### src/rtl/rsa_pkg.sv
// rtl/rsa_pkg.sv - shared types and constants for the RSA key sequencer
// Purpose: FSM state encoding, key-width derivation and channel indices used by
//          rsa_key_sequencer and rsa_rr_arb2.
// Ports:   none (package).
package rsa_pkg;

    typedef enum logic [2:0] {
        ST_IDLE       = 3'd0,
        ST_KG_RST     = 3'd1,
        ST_KG_WAIT    = 3'd2,
        ST_READY      = 3'd3,
        ST_EXEC_START = 3'd4,
        ST_EXEC_WAIT  = 3'd5,
        ST_RESP       = 3'd6
    } seq_state_e;

    localparam int CH_ENC = 0;
    localparam int CH_DEC = 1;

    // Modulus and keys are twice the prime width (n = p*q).
    function automatic int kw_of(input int width);
        return 2 * width;
    endfunction

    function automatic logic [1:0] ch_onehot(input logic ch);
        logic [1:0] oh;
        oh = 2'b00;
        oh[ch ? CH_DEC : CH_ENC] = 1'b1;
        return oh;
    endfunction

endpackage

### src/rtl/rsa_rr_arb2.sv
// rtl/rsa_rr_arb2.sv - two-way round-robin arbiter
// Purpose: picks one requester; on a tie the channel that was not granted last wins.
// Ports:   req[1:0]   in   per-channel request
//          last       in   index of the most recently granted channel
//          grant[1:0] out  one-hot grant (zero when no request)
module rsa_rr_arb2
    import rsa_pkg::*;
(
    input  logic [1:0] req,
    input  logic       last,
    output logic [1:0] grant
);

    always_comb begin
        grant = 2'b00;
        if (req[CH_ENC] && req[CH_DEC]) begin
            grant = (last == 1'(CH_DEC)) ? ch_onehot(1'(CH_ENC)) : ch_onehot(1'(CH_DEC));
        end else if (req[CH_ENC]) begin
            grant = ch_onehot(1'(CH_ENC));
        end else if (req[CH_DEC]) begin
            grant = ch_onehot(1'(CH_DEC));
        end
    end

endmodule

### src/rtl/rsa_key_sequencer.sv
// rtl/rsa_key_sequencer.sv - RSA key generation sequencer and shared modexp front end
// Purpose: runs the key-inverter datapath (p/q, reset pulse, wait for finish, latch
//          n/e/d), then serves encrypt (ch0) and decrypt (ch1) requests on one
//          modular-exponentiation engine with round-robin arbitration.
// Option:  RSA_SEQ_TIMEOUT_EN enables a watchdog on KG_WAIT and EXEC_WAIT; without it
//          the waits are unbounded and me_abort / kg_err are tied low.
// Ports:   clk, reset (sync, active-high)
//          keygen_go, p, q           key generation request and primes
//          kg_p, kg_q, kg_reset      inverter drive; kg_finish, kg_e, kg_d inverter result
//          keys_valid, kg_err        key status; n_out, e_out, d_out latched keys
//          req_valid/req_ready/req_msg       request handshake (ch0 in low half)
//          me_start, me_base, me_exp, me_mod engine operands; me_done, me_result back
//          me_abort                          engine abort pulse
//          resp_valid/resp_ready/resp_data/resp_err  response handshake
module rsa_key_sequencer
    import rsa_pkg::*;
#(
    parameter  int WIDTH          = 32,
    parameter  int TIMEOUT_CYCLES = 65536,
    localparam int KW             = kw_of(WIDTH)
) (
    input  logic            clk,
    input  logic            reset,
    input  logic            keygen_go,
    input  logic [WIDTH-1:0] p,
    input  logic [WIDTH-1:0] q,
    output logic [WIDTH-1:0] kg_p,
    output logic [WIDTH-1:0] kg_q,
    output logic            kg_reset,
    input  logic            kg_finish,
    input  logic [KW-1:0]   kg_e,
    input  logic [KW-1:0]   kg_d,
    output logic            keys_valid,
    output logic            kg_err,
    output logic [KW-1:0]   n_out,
    output logic [KW-1:0]   e_out,
    output logic [KW-1:0]   d_out,
    input  logic [1:0]      req_valid,
    output logic [1:0]      req_ready,
    input  logic [2*KW-1:0] req_msg,
    output logic            me_start,
    output logic [KW-1:0]   me_base,
    output logic [KW-1:0]   me_exp,
    output logic [KW-1:0]   me_mod,
    input  logic            me_done,
    input  logic [KW-1:0]   me_result,
    output logic            me_abort,
    output logic [1:0]      resp_valid,
    input  logic [1:0]      resp_ready,
    output logic [KW-1:0]   resp_data,
    output logic            resp_err
);

    seq_state_e       state_q, state_d;
    logic [WIDTH-1:0] kg_p_q, kg_p_d;
    logic [WIDTH-1:0] kg_q_q, kg_q_d;
    logic             kg_reset_q, kg_reset_d;
    logic             keys_valid_q, keys_valid_d;
    logic [KW-1:0]    n_q, n_d;
    logic [KW-1:0]    e_q, e_d;
    logic [KW-1:0]    d_q, d_d;
    logic             me_start_q, me_start_d;
    logic [KW-1:0]    me_base_q, me_base_d;
    logic [KW-1:0]    me_exp_q, me_exp_d;
    logic [KW-1:0]    me_mod_q, me_mod_d;
    logic [1:0]       resp_valid_q, resp_valid_d;
    logic [KW-1:0]    resp_data_q, resp_data_d;
    logic             resp_err_q, resp_err_d;
    logic             ch_q, ch_d;
    logic             last_q, last_d;

    logic [1:0]       grant;
    logic             req_open;
    logic [KW-1:0]    sel_msg;

`ifdef RSA_SEQ_TIMEOUT_EN
    localparam int              WD_W    = $clog2(TIMEOUT_CYCLES + 1);
    localparam logic [WD_W-1:0] WD_LAST = WD_W'(TIMEOUT_CYCLES - 1);
    logic [WD_W-1:0] wd_cnt_q, wd_cnt_d;
    logic            me_abort_q, me_abort_d;
    logic            kg_err_q, kg_err_d;
`else
    localparam int unused_timeout_cycles = TIMEOUT_CYCLES;
`endif

    rsa_rr_arb2 u_arb (
        .req   (req_valid),
        .last  (last_q),
        .grant (grant)
    );

    // Grants open only in READY, and a simultaneous keygen_go takes precedence.
    assign req_open  = (state_q == ST_READY) && !keygen_go;
    assign req_ready = req_open ? grant : 2'b00;
    assign sel_msg   = grant[CH_DEC] ? req_msg[CH_DEC*KW +: KW] : req_msg[CH_ENC*KW +: KW];

    always_comb begin
        state_d      = state_q;
        kg_p_d       = kg_p_q;
        kg_q_d       = kg_q_q;
        kg_reset_d   = 1'b0;
        keys_valid_d = keys_valid_q;
        n_d          = n_q;
        e_d          = e_q;
        d_d          = d_q;
        me_start_d   = 1'b0;
        me_base_d    = me_base_q;
        me_exp_d     = me_exp_q;
        me_mod_d     = me_mod_q;
        resp_valid_d = resp_valid_q;
        resp_data_d  = resp_data_q;
        resp_err_d   = resp_err_q;
        ch_d         = ch_q;
        last_d       = last_q;
`ifdef RSA_SEQ_TIMEOUT_EN
        wd_cnt_d     = '0;
        me_abort_d   = 1'b0;
        kg_err_d     = kg_err_q;
`endif

        case (state_q)
            ST_IDLE, ST_READY: begin
                if (keygen_go) begin
                    kg_p_d       = p;
                    kg_q_d       = q;
                    n_d          = KW'(p) * KW'(q);
                    keys_valid_d = 1'b0;
                    kg_reset_d   = 1'b1;
                    state_d      = ST_KG_RST;
`ifdef RSA_SEQ_TIMEOUT_EN
                    kg_err_d     = 1'b0;
`endif
                end else if (|req_ready) begin
                    ch_d = grant[CH_DEC];
                    if (sel_msg >= n_q) begin
                        // Out-of-range message never reaches the engine.
                        resp_valid_d = ch_onehot(grant[CH_DEC]);
                        resp_data_d  = '0;
                        resp_err_d   = 1'b1;
                        state_d      = ST_RESP;
                    end else begin
                        me_start_d = 1'b1;
                        me_base_d  = sel_msg;
                        me_mod_d   = n_q;
                        me_exp_d   = grant[CH_DEC] ? d_q : e_q;
                        state_d    = ST_EXEC_START;
                    end
                end
            end
            ST_KG_RST: begin
                state_d = ST_KG_WAIT;
            end
            ST_KG_WAIT: begin
`ifdef RSA_SEQ_TIMEOUT_EN
                wd_cnt_d = wd_cnt_q + 1'b1;
`endif
                if (kg_finish) begin
                    e_d          = kg_e;
                    d_d          = kg_d;
                    keys_valid_d = 1'b1;
                    state_d      = ST_READY;
                end
`ifdef RSA_SEQ_TIMEOUT_EN
                else if (wd_cnt_q == WD_LAST) begin
                    kg_err_d     = 1'b1;
                    keys_valid_d = 1'b0;
                    state_d      = ST_IDLE;
                end
`endif
            end
            ST_EXEC_START: begin
                state_d = ST_EXEC_WAIT;
            end
            ST_EXEC_WAIT: begin
`ifdef RSA_SEQ_TIMEOUT_EN
                wd_cnt_d = wd_cnt_q + 1'b1;
`endif
                if (me_done) begin
                    resp_valid_d = ch_onehot(ch_q);
                    resp_data_d  = me_result;
                    resp_err_d   = 1'b0;
                    state_d      = ST_RESP;
                end
`ifdef RSA_SEQ_TIMEOUT_EN
                else if (wd_cnt_q == WD_LAST) begin
                    me_abort_d   = 1'b1;
                    resp_valid_d = ch_onehot(ch_q);
                    resp_data_d  = '0;
                    resp_err_d   = 1'b1;
                    state_d      = ST_RESP;
                end
`endif
            end
            ST_RESP: begin
                if (resp_ready[ch_q]) begin
                    resp_valid_d = 2'b00;
                    last_d       = ch_q;
                    state_d      = ST_READY;
                end
            end
            default: begin
                state_d = ST_IDLE;
            end
        endcase

`ifdef RSA_SEQ_TIMEOUT_EN
        // Each wait state starts counting from zero on entry.
        if (state_d != state_q) begin
            wd_cnt_d = '0;
        end
`endif
    end

    always_ff @(posedge clk) begin
        if (reset) begin
            state_q      <= ST_IDLE;
            kg_p_q       <= '0;
            kg_q_q       <= '0;
            kg_reset_q   <= 1'b0;
            keys_valid_q <= 1'b0;
            n_q          <= '0;
            e_q          <= '0;
            d_q          <= '0;
            me_start_q   <= 1'b0;
            me_base_q    <= '0;
            me_exp_q     <= '0;
            me_mod_q     <= '0;
            resp_valid_q <= 2'b00;
            resp_data_q  <= '0;
            resp_err_q   <= 1'b0;
            ch_q         <= 1'b0;
            last_q       <= 1'(CH_DEC);  // so ch0 wins the first tie
`ifdef RSA_SEQ_TIMEOUT_EN
            wd_cnt_q     <= '0;
            me_abort_q   <= 1'b0;
            kg_err_q     <= 1'b0;
`endif
        end else begin
            state_q      <= state_d;
            kg_p_q       <= kg_p_d;
            kg_q_q       <= kg_q_d;
            kg_reset_q   <= kg_reset_d;
            keys_valid_q <= keys_valid_d;
            n_q          <= n_d;
            e_q          <= e_d;
            d_q          <= d_d;
            me_start_q   <= me_start_d;
            me_base_q    <= me_base_d;
            me_exp_q     <= me_exp_d;
            me_mod_q     <= me_mod_d;
            resp_valid_q <= resp_valid_d;
            resp_data_q  <= resp_data_d;
            resp_err_q   <= resp_err_d;
            ch_q         <= ch_d;
            last_q       <= last_d;
`ifdef RSA_SEQ_TIMEOUT_EN
            wd_cnt_q     <= wd_cnt_d;
            me_abort_q   <= me_abort_d;
            kg_err_q     <= kg_err_d;
`endif
        end
    end

    assign kg_p       = kg_p_q;
    assign kg_q       = kg_q_q;
    assign kg_reset   = kg_reset_q;
    assign keys_valid = keys_valid_q;
    assign n_out      = n_q;
    assign e_out      = e_q;
    assign d_out      = d_q;
    assign me_start   = me_start_q;
    assign me_base    = me_base_q;
    assign me_exp     = me_exp_q;
    assign me_mod     = me_mod_q;
    assign resp_valid = resp_valid_q;
    assign resp_data  = resp_data_q;
    assign resp_err   = resp_err_q;
`ifdef RSA_SEQ_TIMEOUT_EN
    assign me_abort   = me_abort_q;
    assign kg_err     = kg_err_q;
`else
    assign me_abort   = 1'b0;
    assign kg_err     = 1'b0;
`endif

endmodule

### config.mk
export PLATFORM = sky130hd
export DESIGN_NAME = rsa_key_sequencer
export DESIGN_NICKNAME = d
export VERILOG_FILES = /design/src/rtl/rsa_pkg.sv /design/src/rtl/rsa_rr_arb2.sv /design/src/rtl/rsa_key_sequencer.sv
export SDC_FILE = /design/constraint.sdc
export NUM_CORES = 2
export LEC_CHECK = 0
export ABC_AREA = 1
export CORE_ASPECT_RATIO = 1.4
export CORE_MARGIN = 8
export CORE_UTILIZATION = 45
export CTS_BUF_LIST = sky130_fd_sc_hd__clkbuf_8
export DETAILED_ROUTE_END_ITERATION = 10
export PLACE_DENSITY_LB_ADDON = 0.12
export SETUP_SLACK_MARGIN = 0.5
export SYNTH_ARGS = -nofsm -noshare
export SYNTH_HDL_FRONTEND = slang
export SYNTH_HIERARCHICAL = 1
export SYNTH_SLANG_ARGS = --single-unit
export TNS_END_PERCENT = 30
### constraint.sdc
create_clock -name clk -period 19.71 [get_ports clk]
set_input_delay 3.942 -clock clk [delete_from_list [all_inputs] [get_ports clk]]
set_output_delay 3.942 -clock clk [all_outputs]
set_load 0.02 [all_outputs]
==> impl_metrics.tcl <==
set metrics [dict create \
    status "completed" \
    io_pins 915 \
    ys_types 43 \
    dieHeight_microns 434.4 \
    vias_per_cell 5.255 \
    syn_to_final_growth_pct 21.85 \
    r2r_cells 19 \
    die_x_microns 314.9 \
    gp_congestion 0.9961 \
    grtUsageMet1 0.4482 \
    startpoint "q[10]" \
    cp.required_ns 20.40 \
    cts_buffers 94 \
    synth_area_per_cell_sq_um 7.414 \
    ys_seq_area_frac 0.1861 \
    critPathBufInv 7 \
    vias 52480 \
    tightest_slew_ns 1.145 \
    grt_pass1_vias 53730 \
    drt-initial-drc-count 4626 \
    crit_family "adder cells" \
    drc 0 \
    met2_usage 0.6296 \
    hold_viol_final 0 \
    slew_headroom 0.2365 \
    ys_seq_elements 523 \
    seq_area_sq_um 10470 \
    yosysWarningCount 6 \
    fin_cells 9986 \
    critical-path-slowest-cell "fa_1" \
    hpwl_microns 205000 \
    core-area_sq_um 124200 \
    slowest_delay_ns 0.62 \
    r2r_slack_ns 14.29 \
    avgRoutedWirePerCell_microns 26.00 \
    synth_area_sq_um 56270 \
    crit_path_start_kind "input pin" \
    postLayoutCoreUtil 0.5519 \
    finalSetupViolCount 0 \
    multi_input_comb_area_sq_um 37490 \
    cp.depth 26 \
    slew_viol_final 0 \
    cts_setup_buffers 0 \
    synth_edf_count 0 \
    nets 9852 \
    antenna_found_initial 68 \
    dieArea_sq_um 136800 \
    fin_tns_setup_ns 0 \
    drt_first_pass_iters 6 \
    htree_levels 3 \
    worst_setup_path_end_kind "flip-flop" \
    worstPathMaxFanout 33 \
    r2r-end "resp_data[4]" \
    numClockSinks 523 \
    cp_data_arrival_time_ns 11.59 \
    ctsLongestPathBuffers 3 \
    num_rows 153 \
    post-route-period-util 0.5532 \
    grt_max_degree 194 \
    cp-endpoint "n_out[51]" \
    dp.cells 9767 \
    cts_resized 0 \
    synthArstFlopShare 0 \
    rsz0062_at_grt "no" \
    cts_tree "built" \
    cpMostUsedCell "fa_1" \
    drt_wl_total_microns 259600 \
    ys.flop_type "dfxtp_1" \
    busiest_layer "met2" \
    clock_skew_ns 0.04865 \
    clk_latency_ns 0.83 \
    root_buffer "clkbuf_8" \
    drtAntennaViolNets 0 \
    start_util 0.4529 \
    grtUsageTotal 0.3758 \
    n_fill_cell 12070 \
    grt.overflow.total 0 \
    syn_inst 7590 \
    use_met3 0.09296 \
    setup.worst_path.class "in2reg" \
    grt_pass1_wl_microns 374800 \
    port_buffers 912 \
    path_clk_slew_ns 0.06 \
    maxCapViolations 0 \
    cts_hold_repair.buffers 0 \
    min_period_ns 10.90 \
    timing.rr.start "last_q" \
    hold_class "reg2reg" \
    fmax_mhz 91.72 \
    drive_gt1_frac 0.03189 \
]
==> through the flow <==
stage          hold WS [ns]  worst slack (ns)  area (sq um)
2_1_floorplan        0.4681             9.621         56270
3_3_place_gp         0.4504             7.920         66270
3_5_place_dp         0.4542             8.002         66270
4_1_cts              0.4639             8.870         68440
5_1_grt              0.4754             8.480         68520
6_report             0.4633             8.807         68560
==> metal layers <==
metal	part of all wire	wire, microns
met1	0.37	96330
met2	0.48	124800
met3	0.089	23210
met4	0.058	15180
met5	0.00040	103
==> Yosys cell counts, types with 6 or more instances <==
master / instances / area, sq um
a31oi_1: 7 / 43.79
nor3_1: 14 / 70.07
nand4_1: 21 / 131.4
nand2_1: 2149 / 8066
a21o_1: 16 / 120.1
buf_1: 7 / 26.28
dfxtp_1: 523 / 10470
nor4_1: 7 / 43.79
buf_4: 39 / 292.8
o21ai_1: 56 / 280.3
fa_1: 896 / 17940
o21a_1: 7 / 52.55
o21bai_1: 6 / 45.04
clkbuf_1: 366 / 1374
nor2_1: 615 / 2308
o22ai_1: 19 / 118.9
ha_1: 327 / 4091
inv_2: 6 / 22.52
a21boi_0: 6 / 45.04
o21ai_0: 242 / 1211
inv_1: 1718 / 6449
buf_2: 34 / 170.2
a21oi_1: 340 / 1702
a22o_1: 64 / 560.5
nand3_1: 64 / 320.3
==> worst min-delay path by stage <==
stage / slack, ns / endpoint / depth (start not counted) / startpoint
floorplan: 0.47 / last_q / 2 / last_q
global placement: 0.45 / me_exp[45] / 2 / me_exp[45]
detailed placement: 0.45 / kg_q[10] / 1 / kg_q[10]
CTS: 0.46 / me_exp[15] / 2 / me_exp[15]
global route: 0.48 / me_mod[43] / 2 / me_mod[43]
finish: 0.46 / me_exp[7] / 2 / me_exp[7]
==> cell families (layout without fill, tap and decap cells) <==
logic type | after synthesis | count (layout) | synth area share
compound gates | 772 | 772 | 0.07558
fa+ha+maj | 1223 | 1223 | 0.3915
xor+xnor | 8 | 8 | 0.001245
buf+inv | 2172 | 2892 | 0.1482
other cells | 1 | 50 | 0.00006664
mux | 1 | 1 | 0.0001779
simple gates | 2890 | 2890 | 0.1971
flops | 523 | 523 | 0.1861
==> worst register-to-register path, cell delays in order (launching register included) <==
cell      delay (ns)
dfxtp_1         0.41
a21oi_4         0.10
inv_4           0.21
buf_4           0.67
buf_4           0.85
nand2_1         0.21
nand2_1         0.15
ha_1            0.25
a21oi_1         0.15
nor2_1          0.05
a211oi_1        0.17
nand3_1         0.19
a21oi_2         0.27
nand3_2         0.18
nand2_2         0.08
buf_4           0.39
buf_4           0.61
nand2_1         0.17
nand2_1         0.08
nor2_1          0.06
==> cells in the final DEF, fill, tap and decap left out, types with 3 or more instances in the layout <==
cell             count
nand2_1           2148
o21a_1               7
bufinv_16           10
dfxtp_1            523
clkbuf_8           120
o21ai_0            242
inv_6                5
nor2_1             614
buf_4               80
buf_2                3
fa_1               896
nor4_1               7
a21o_1              16
o211ai_1             4
buf_12               3
nor2_4               5
clkinvlp_4           6
inv_2                6
nand4_1             21
diode_2             48
nor3_1              14
nand3b_1             5
inv_1             1734
xnor2_1              5
clkinv_2            12
nand3_1             64
a21boi_0             6
o21bai_1             6
a31oi_1              7
a22o_1              64
ha_1               327
o22ai_1             19
or2_2                3
clkdlybuf4s50_1    908
xor2_1               3
o21ai_1             56
a21oi_1            339
==> flip-flops by register name (all words and copies together), names as in the netlist <==
name        cells
kg_p           32
state_q         3
n_out          64
e_out          64
kg_reset        1
ch_q            1
last_q          1
resp_err        1
me_base        64
me_start        1
keys_valid      1
d_out          64
me_exp         64
resp_data      64
kg_q           32
me_mod         64
resp_valid      2
==> cell type report <==
| class | count | area share |
|---|---|---|
| Sequential cell | 523 | 0.1527 |
| Multi-Input combinational cell | 4896 | 0.5468 |
| Antenna cell | 48 | 0.001752 |
| Clock buffer | 119 | 0.02389 |
| Tap cell | 1627 | 0.02969 |
| Inverter | 1726 | 0.09464 |
| Timing Repair Buffer | 995 | 0.1426 |
| Clock inverter | 52 | 0.007883 |
Power is left out: the tool's default activity adds up to more than one toggle a clock period on the data nets, which glitch-free logic cannot reach.
